===== src/rtl/ram_pkg.sv =====
// Shared types and constants for the parameterised single-port RAM and its
// clear sequencer.
package ram_pkg;

    typedef enum logic {
        IDLE  = 1'b0,
        CLEAR = 1'b1
    } state_t;

    localparam int RD_FIRST = 0;
    localparam int WR_FIRST = 1;

    function automatic int ram_depth(input int addr_w);
        return 1 << addr_w;
    endfunction

endpackage


===== src/rtl/ram_clear_seq.sv =====
// Clear sequencer: owns the array while zeroing it one word per cycle,
// starting at address 0; a new clear request restarts the sweep.
module ram_clear_seq
    import ram_pkg::*;
#(
    parameter int ADDR_W = 4
) (
    input  logic              clk,
    input  logic              rst,
    input  logic              clear,
    output logic              busy,
    output logic [ADDR_W-1:0] clr_addr
);

    localparam logic [ADDR_W-1:0] LAST_ADDR = '1;

    state_t            state_q, state_d;
    logic [ADDR_W-1:0] addr_q, addr_d;

    always_ff @(posedge clk) begin
        if (rst) begin
            state_q <= CLEAR;
            addr_q  <= '0;
        end else begin
            state_q <= state_d;
            addr_q  <= addr_d;
        end
    end

    always_comb begin
        state_d = state_q;
        addr_d  = addr_q;
        unique case (state_q)
            IDLE: begin
                if (clear) begin
                    state_d = CLEAR;
                    addr_d  = '0;
                end
            end
            CLEAR: begin
                if (clear) begin
                    addr_d = '0;
                end else if (addr_q == LAST_ADDR) begin
                    state_d = IDLE;
                    addr_d  = '0;
                end else begin
                    addr_d = addr_q + ADDR_W'(1);
                end
            end
            default: begin
                state_d = CLEAR;
                addr_d  = '0;
            end
        endcase
    end

    assign busy     = (state_q == CLEAR);
    assign clr_addr = addr_q;

endmodule


===== src/rtl/param_sp_ram.sv =====
// Parameterised single-port RAM with selectable read-during-write policy,
// optional output register and a built-in array clear sequencer.
module param_sp_ram
    import ram_pkg::*;
#(
    parameter int DATA_W  = 8,
    parameter int ADDR_W  = 4,
    parameter int RD_MODE = RD_FIRST,
    parameter int OUT_REG = 0
) (
    input  logic              clk,
    input  logic              rst,
    input  logic              en,
    input  logic              wr,
    input  logic [ADDR_W-1:0] address,
    input  logic [DATA_W-1:0] in,
    input  logic              clear,
    output logic [DATA_W-1:0] out,
    output logic              rd_valid,
    output logic              busy
);

    localparam int DEPTH       = ram_depth(ADDR_W);
    localparam bit WRITE_FIRST = (RD_MODE == WR_FIRST);

    logic [DATA_W-1:0] mem [DEPTH];

    logic              seq_busy;
    logic [ADDR_W-1:0] seq_addr;

    ram_clear_seq #(
        .ADDR_W (ADDR_W)
    ) u_clear_seq (
        .clk      (clk),
        .rst      (rst),
        .clear    (clear),
        .busy     (seq_busy),
        .clr_addr (seq_addr)
    );

    // User accesses are locked out while the sequencer owns the array or rst is high.
    logic              acc;
    logic              mem_we;
    logic [ADDR_W-1:0] mem_addr;
    logic [DATA_W-1:0] mem_wdata;
    logic [DATA_W-1:0] rd_word;

    always_comb begin
        acc       = en & ~seq_busy & ~rst;
        mem_we    = seq_busy | (acc & wr);
        mem_addr  = seq_busy ? seq_addr : address;
        mem_wdata = seq_busy ? '0 : in;
        rd_word   = (WRITE_FIRST && wr) ? in : mem[mem_addr];
    end

    always_ff @(posedge clk) begin
        if (mem_we) begin
            mem[mem_addr] <= mem_wdata;
        end
    end

    logic [DATA_W-1:0] data_out;
    logic              vld_out;

    generate
        if (OUT_REG == 0) begin : g_no_oreg
            logic [DATA_W-1:0] data_p0;
            logic              vld_p0;

            // stage p0: array read straight into the output register
            always_ff @(posedge clk) begin
                if (rst) begin
                    data_p0 <= '0;
                    vld_p0  <= 1'b0;
                end else begin
                    vld_p0 <= acc;
                    if (acc) begin
                        data_p0 <= rd_word;
                    end
                end
            end

            assign data_out = data_p0;
            assign vld_out  = vld_p0;
        end else begin : g_oreg
            logic [DATA_W-1:0] data_p0;
            logic              vld_p0;
            logic [DATA_W-1:0] data_p1;
            logic              vld_p1;

            // stage p0: array read register
            always_ff @(posedge clk) begin
                if (acc) begin
                    data_p0 <= rd_word;
                end
            end

            always_ff @(posedge clk) begin
                if (rst) begin
                    vld_p0 <= 1'b0;
                end else begin
                    vld_p0 <= acc;
                end
            end

            // stage p1: extra output register, holds between results
            always_ff @(posedge clk) begin
                if (rst) begin
                    data_p1 <= '0;
                    vld_p1  <= 1'b0;
                end else begin
                    vld_p1 <= vld_p0;
                    if (vld_p0) begin
                        data_p1 <= data_p0;
                    end
                end
            end

            assign data_out = data_p1;
            assign vld_out  = vld_p1;
        end
    endgenerate

    assign out      = data_out;
    assign rd_valid = vld_out;
    assign busy     = seq_busy;

endmodule


===== config.mk =====
export PLATFORM = sky130hd
export DESIGN_NAME = param_sp_ram
export DESIGN_NICKNAME = d
export VERILOG_FILES = /design/src/rtl/ram_pkg.sv /design/src/rtl/ram_clear_seq.sv /design/src/rtl/param_sp_ram.sv
export SDC_FILE = /design/constraint.sdc
export NUM_CORES = 1
export LEC_CHECK = 0
export CORE_ASPECT_RATIO = 1.5
export CORE_MARGIN = 4
export CORE_UTILIZATION = 60
export DETAILED_ROUTE_END_ITERATION = 12
export PLACE_DENSITY = 0.75
export SYNTH_ARGS = -nofsm -noshare
export SYNTH_HDL_FRONTEND = slang
export SYNTH_HIERARCHICAL = 1
export SYNTH_SLANG_ARGS = --single-unit

===== constraint.sdc =====
create_clock -name clk -period 4 [get_ports clk]
set_input_delay 0.4 -clock clk [delete_from_list [all_inputs] [get_ports clk]]
set_output_delay 0.4 -clock clk [all_outputs]
set_load 0.02 [all_outputs]

==> results of run 1 <==
-- sequential cells by signal (all words and copies together) (netlist names) --
register and flops:
u_clear_seq/clr_addr 4, rd_valid 1, u_clear_seq/busy 1, mem 128, out 8
-- metrics by stage --
step           std cells  area (um^2)
2_1_floorplan        416         6060
3_3_place_gp         544         6380
6_report             576         7010
4_1_cts              576         7010
5_1_grt              576         7010
3_5_place_dp         544         6380
-- routing by layer --
| metal | track usage (%) | up-vias | share of wire (%) |
|---|---|---|---|
| met2 | 46.4 | 229 | 52 |
| li1 | - | 1727 | - |
| met5 | 0 | - | 0 |
| met3 | 6.34 | 59 | 8.1 |
| met1 | 29.5 | 1949 | 35 |
| met4 | 12.6 | 0 | 4.8 |
-- cell families after synthesis --
group | synth area share, %
DFF | 68.1
AOI/OAI and AO/OA | 20.4
buffers and inverters | 3.99
muxes | 0.165
and+or+nand+nor | 7.19
adders and majority gates | 0.206
-- power groups by stage --
| stage | registers (mW) | clock network (mW) | logic (mW) |
|---|---|---|---|
| after floorplan | 1.64 | 0 | 0.0863 |
| after global placement | 1.65 | 0 | 0.121 |
| after detailed placement | 1.65 | 0 | 0.126 |
| after CTS | 1.62 | 1.67 | 0.127 |
| after global routing | 1.62 | 1.74 | 0.136 |
| final | 1.62 | 1.66 | 0.128 |
-- synthesized netlist by cell type, types with 5 or more instances --
| cell type | count | area [um^2] |
|---|---|---|
| a2111oi_2 | 5 | 75.1 |
| nand2_1 | 32 | 120 |
| edfxtp_1 | 128 | 3840 |
| buf_2 | 12 | 60.1 |
| a22oi_1 | 33 | 248 |
| a2111oi_0 | 8 | 70.1 |
| clkbuf_1 | 6 | 22.5 |
| o22ai_1 | 15 | 93.8 |
| nor3_1 | 15 | 75.1 |
| o22a_1 | 7 | 61.3 |
| nor2b_1 | 9 | 56.3 |
| a41oi_1 | 5 | 43.8 |
| a21oi_1 | 10 | 50.1 |
| o21a_1 | 30 | 225 |
| nor2_1 | 12 | 45.0 |
| buf_6 | 10 | 113 |
| dfxtp_1 | 14 | 280 |
| a21o_1 | 18 | 135 |
-- critical path, cell delays in order, from the launching register on --
cell	delay [ns]
dfxtp_1	0.79
nand2b_1	0.54
o22ai_4	0.97
a2111oi_0	0.38
o22a_1	0.32
a41oi_2	0.19
-- final cells by class --
cell class,count,area (um^2)
Fill cell,627,2790
Multi-Input combinational cell,237,1690
Tap cell,115,144
Clock inverter,12,193
Timing Repair Buffer,45,403
Sequential cell,142,4120
Inverter,5,18.8
Clock buffer,20,437
-- path summary, 6_finish.rpt --
kind                                        from      to  depth (start not counted)
worst max-delay path            u_clear_seq/busy  out[2]                          5
worst min-delay path                      out[6]  out[6]                          2
worst max register to register  u_clear_seq/busy  out[2]                          5
worst min register to register            out[6]  out[6]                          2
==> impl_metrics.yaml, run 1 <==
setup_path:
  regToRegSetupSlack_ns: 0.73
  end_kind: "flip-flop"
  worstSetupStartpointType: "flip-flop"
  critPathRequiredTime_ns: 4.34
  crit_type: "flip-flop to flip-flop"
  path_max_fanout: 31
  cp.arrival_ns: 3.61
finish:
  mostFrequentLayoutCell: "edfxtp_1"
  drive_gt1_share_pct: 14.3
  fin_util_pct: 71.6
  areaGrowthSynthToFinish_pct: 15.7
  diodes: 0
  most-common-layout-cells: "128 x edfxtp_1, 33 x a22oi_1, 32 x nand2_1"
  nets: 466
clocking:
  clk_path_buf_depth: 2
  postCtsHoldBufs: 0
  clock_sinks: 142
  insertion_delay_ns: 0.41
  cts-buffers-inserted: 17
  cts_resized: 0
  cts_tree: "built"
  post-cts-setup-buffers: 0
  clockRootBuffer: "clkbuf_16"
  clkTransAtPathRegs_ns: 0.06
  htree_levels: 4
sta:
  fin_crit_ns: 3.27
  setup_tns_ns: 0
  maxSlewHeadroom_pct: 12.7
  finalClockSkew_ns: 0.00625
  timing.hold.ws_ns: 0.565
  finalCritPeriodShare_pct: 81.8
  fin_ws_ns: 0.730
  finalHoldViolations: 0
  finalMaxSlewViolations: 0
  setup_violations: 0
  worstMarginPinSlew_ns: 1.31
  rsz0062_at_grt: "false"
  max_freq_mhz: 306
pwr:
  power_density_nw_per_um2: 486
  p_switching_mw: 0.645
  clkPwrFrac_pct: 48.8
  swShare_pct: 18.9
  p_leak_nw: 2.27
  peakVddDrop_mv: 0.512
  total_power_mw: 3.41
  p_comb_share_pct: 3.8
  p_int_mw: 2.76
  seq_power_share_pct: 47.5
floorplan:
  dieHeight_um: 131
  start_util_pct: 61.8
  ios: 27
  rows: 44
  die_x_um: 90.0
  core_um2: 9800
  die_area_um2: 11800
placement:
  gp_congestion: 0.828
  io_buffers: 26
  post-dp-hpwl_mm: 9.21
  dp_slack_ns: 0.778
logic_synthesis:
  synth_nets: 434
  synthFlopType: "edfxtp_1"
  synth-edff-count: 128
  synth_seq_cells: 142
  synth_cells: 416
  synth.yosys.seq_area_share_pct: 68.1
  netlist_area_um2: 6060
  yosysWarningCount: 6
  synth_cell_types: 50
  synthArstFlopShare_pct: 0
  syn_area_per_cell_um2: 14.6
status:
  status: "completed"
min_path:
  min_path_type: "flip-flop to flip-flop"
detailed_routing:
  post_drt_wl_per_cell_um: 25.3
  dr_total_vias: 3964
  dr.pass1.iters: 5
  ant_nets: 0
  avgViaCountPerCell: 6.88
  remaining_drc_errors: 0
  routed_wl_mm: 14.6
  drt-initial-drc-count: 428
global_route:
  antenna_found_initial: 0
  grt_pass1_wl_mm: 22.3
  grt_max_degree: 32
  globalRouteOverflowTotal: 0
  grt_pass1_vias: 3961
  grt_use_total_pct: 26.0
flow_run:
  cap_violations: 0
(Power assumes the default switching activity.)
==> run 2, diff against run 1 <==
--- a/config.mk
+++ b/config.mk
@@ -7,9 +7,9 @@
 export LEC_CHECK = 0
 export CORE_ASPECT_RATIO = 1.5
 export CORE_MARGIN = 4
-export CORE_UTILIZATION = 60
+export CORE_UTILIZATION = 54
 export DETAILED_ROUTE_END_ITERATION = 12
-export PLACE_DENSITY = 0.75
+export PLACE_DENSITY = 0.71
 export SYNTH_ARGS = -nofsm -noshare
 export SYNTH_HDL_FRONTEND = slang
 export SYNTH_HIERARCHICAL = 1
==> constraint.sdc (replaced) <==
create_clock -name clk -period 2.8 [get_ports clk]
set_input_delay 0.28 -clock clk [delete_from_list [all_inputs] [get_ports clk]]
set_output_delay 0.28 -clock clk [all_outputs]
set_load 0.02 [all_outputs]
==> run 2 against run 1 <==
Total power rose by 38%. Die area rose by 10%. Wire length rose by 0.78%. Flip-flop and latch count stayed put. Setup slack got worse by 0.61 ns. Fmax increased by 22%. Design area rose by 3.1%. Core utilization decreased by 5.8 points. Clock-buffer cell count unchanged. Non-clock buffer count grew 29. Worst hold slack lost 0.028 ns. Critical path type unchanged. Critical endpoint is now out[3]. Highest routed layer unchanged.
==> impl_metrics.yaml, run 2 (same netlist as run 1, synthesis figures left out) <==
status:
  status: "completed"
global_route:
  grt_pass1_wl_mm: 22.2
  antenna_found_initial: 0
  grt_use_total_pct: 24.3
  grt_max_degree: 38
  grt_pass1_vias: 4019
  globalRouteOverflowTotal: 0
floorplan:
  dieHeight_um: 138
  rows: 47
  start_util_pct: 55.1
  die_area_um2: 13000
  ios: 27
  core_um2: 11000
  die_x_um: 94.5
sta:
  fin_crit_ns: 2.68
  finalCritPeriodShare_pct: 95.9
  finalMaxSlewViolations: 0
  rsz0062_at_grt: "false"
  setup_violations: 0
  finalClockSkew_ns: 0.00679
  worstMarginPinSlew_ns: 1.27
  maxSlewHeadroom_pct: 14.9
  max_freq_mhz: 372
  finalHoldViolations: 0
  timing.hold.ws_ns: 0.537
setup_path:
  crit_buf_inv: 1
  startpoint: "u_clear_seq/busy"
  crit_type: "flip-flop to flip-flop"
  cp.arrival_ns: 2.96
  reg2regPathDepth: 6
  worstSetupStartpointType: "flip-flop"
  critPathRequiredTime_ns: 3.08
  path_depth: 6
  rr_startpoint: "u_clear_seq/busy"
  path_cells: "buf_12 -> and3b_1 -> o21a_1 -> a2111oi_0 -> o22a_1 -> a41oi_1"
  worst_path_dominant_cell_family: "compound AO/OA/AOI/OAI gates"
  cpMaxStageDelayCell: "a2111oi_0"
  path_max_fanout: 37
  end_kind: "flip-flop"
  cp_slowest_stage_delay_ns: 0.88
  regToRegSetupSlack_ns: 0.12
  r2r_end: "out[3]"
placement:
  post-dp-hpwl_mm: 9.54
  io_buffers: 26
  gp_congestion: 0.892
detailed_routing:
  post_drt_wl_per_cell_um: 23.1
  drt-initial-drc-count: 375
  routed_wl_mm: 14.7
  dr_total_vias: 3929
  avgViaCountPerCell: 6.17
  ant_nets: 0
  dr.pass1.iters: 5
  remaining_drc_errors: 0
min_path:
  worstHoldPathCells: 2
  min_to: "out[7]"
  min_path_type: "flip-flop to flip-flop"
  min_from: "out[7]"
finish:
  top_register: "mem"
  diodes: 0
  drive_gt1_share_pct: 19.6
  fin_util_pct: 65.7
  largest_reg_flops: 128
  areaGrowthSynthToFinish_pct: 19.3
  nFillCells: 797
  final-seq-area_um2: 4120
  multi_input_area_um2: 1690
  most-common-layout-cells: "128 x edfxtp_1, 47 x buf_4, 33 x a22oi_1"
  mostFrequentLayoutCell: "edfxtp_1"
  nets: 495
pwr:
  power_density_nw_per_um2: 649
  p_leak_nw: 2.40
  peakVddDrop_mv: 0.582
clocking:
  cts-buffers-inserted: 17
  cts_tree: "built"
  clock_sinks: 142
  clkTransAtPathRegs_ns: 0.06
  htree_levels: 4
  clockRootBuffer: "clkbuf_16"
  postCtsHoldBufs: 0
  insertion_delay_ns: 0.42
  clk_path_buf_depth: 2
flow_run:
  cap_violations: 0
[run 2: changes by cell type in the layout (fill, tap and decap cells not counted), moves of 2 or more]
| cell | before | now |
|---|---|---|
| clkinv_4 | 2 | 4 |
| inv_6 | 0 | 3 |
| buf_4 | 19 | 47 |
| bufinv_16 | 5 | 2 |
[run 2: worst max path at each step]
stage / slack, ns / to
after CTS: 0.20 / out[3]
after global routing: 0.13 / out[3]
after global placement: -0.06 / out[3]
after detailed placement: -0.07 / out[3]
after floorplan: 0.49 / mem[5][0]
final: 0.12 / out[3]
[run 2: worst register-to-register path: stages, from the launching register on]
cell and delay (ns):
dfxtp_1 0.35, buf_12 0.21, and3b_1 0.43, o21a_1 0.29
a2111oi_0 0.88, o22a_1 0.26, a41oi_1 0.13
[run 2: cell type report]
| class | count | share of cell area, % |
|---|---|---|
| Sequential cell | 142 | 57.1 |
| Inverter | 5 | 0.260 |
| Clock inverter | 12 | 1.90 |
| Multi-Input combinational cell | 237 | 23.4 |
| Timing Repair Buffer | 74 | 8.76 |
| Tap cell | 147 | 2.54 |
| Clock buffer | 20 | 6.04 |
[run 2: per-stage QoR]
step	area, um^2	cells	TNS, ns	setup slack [ns]	power [mW]
floorplan	6060	416	0	0.490	2.47
global placement	6650	605	-0.0640	-0.0589	2.55
detailed placement	6650	605	-0.105	-0.0684	2.55
CTS	7230	637	0	0.203	4.70
global route	7230	637	0	0.128	4.83
finish	7230	637	0	0.115	4.69
[run 2: where the power goes]
group | switching, mW | total, mW | internal [mW]
Sequential | 0.00857 | 2.31 | 2.30
Combinational | 0.114 | 0.204 | 0.0905
Clock | 0.863 | 2.18 | 1.32
[run 2: timing repair]
| action | 4_1_cts | 5_1_grt |
|---|---|---|
| setup endpoints to repair | 0 | 1 |
| setup buffers | 0 | 0 |
| gates resized for setup | 0 | 1 |
| endpoints found under the hold margin | 0 | 0 |
[run 2: metal layers]
| metal | vias up | part of all wire [%] | GRT usage (%) |
|---|---|---|---|
| li1 | 1779 | - | - |
| met3 | 44 | 6.5 | 5.96 |
| met2 | 178 | 54 | 43.0 |
| met4 | 0 | 3.5 | 11.2 |
| met5 | - | 0 | 0 |
| met1 | 1928 | 36 | 27.5 |
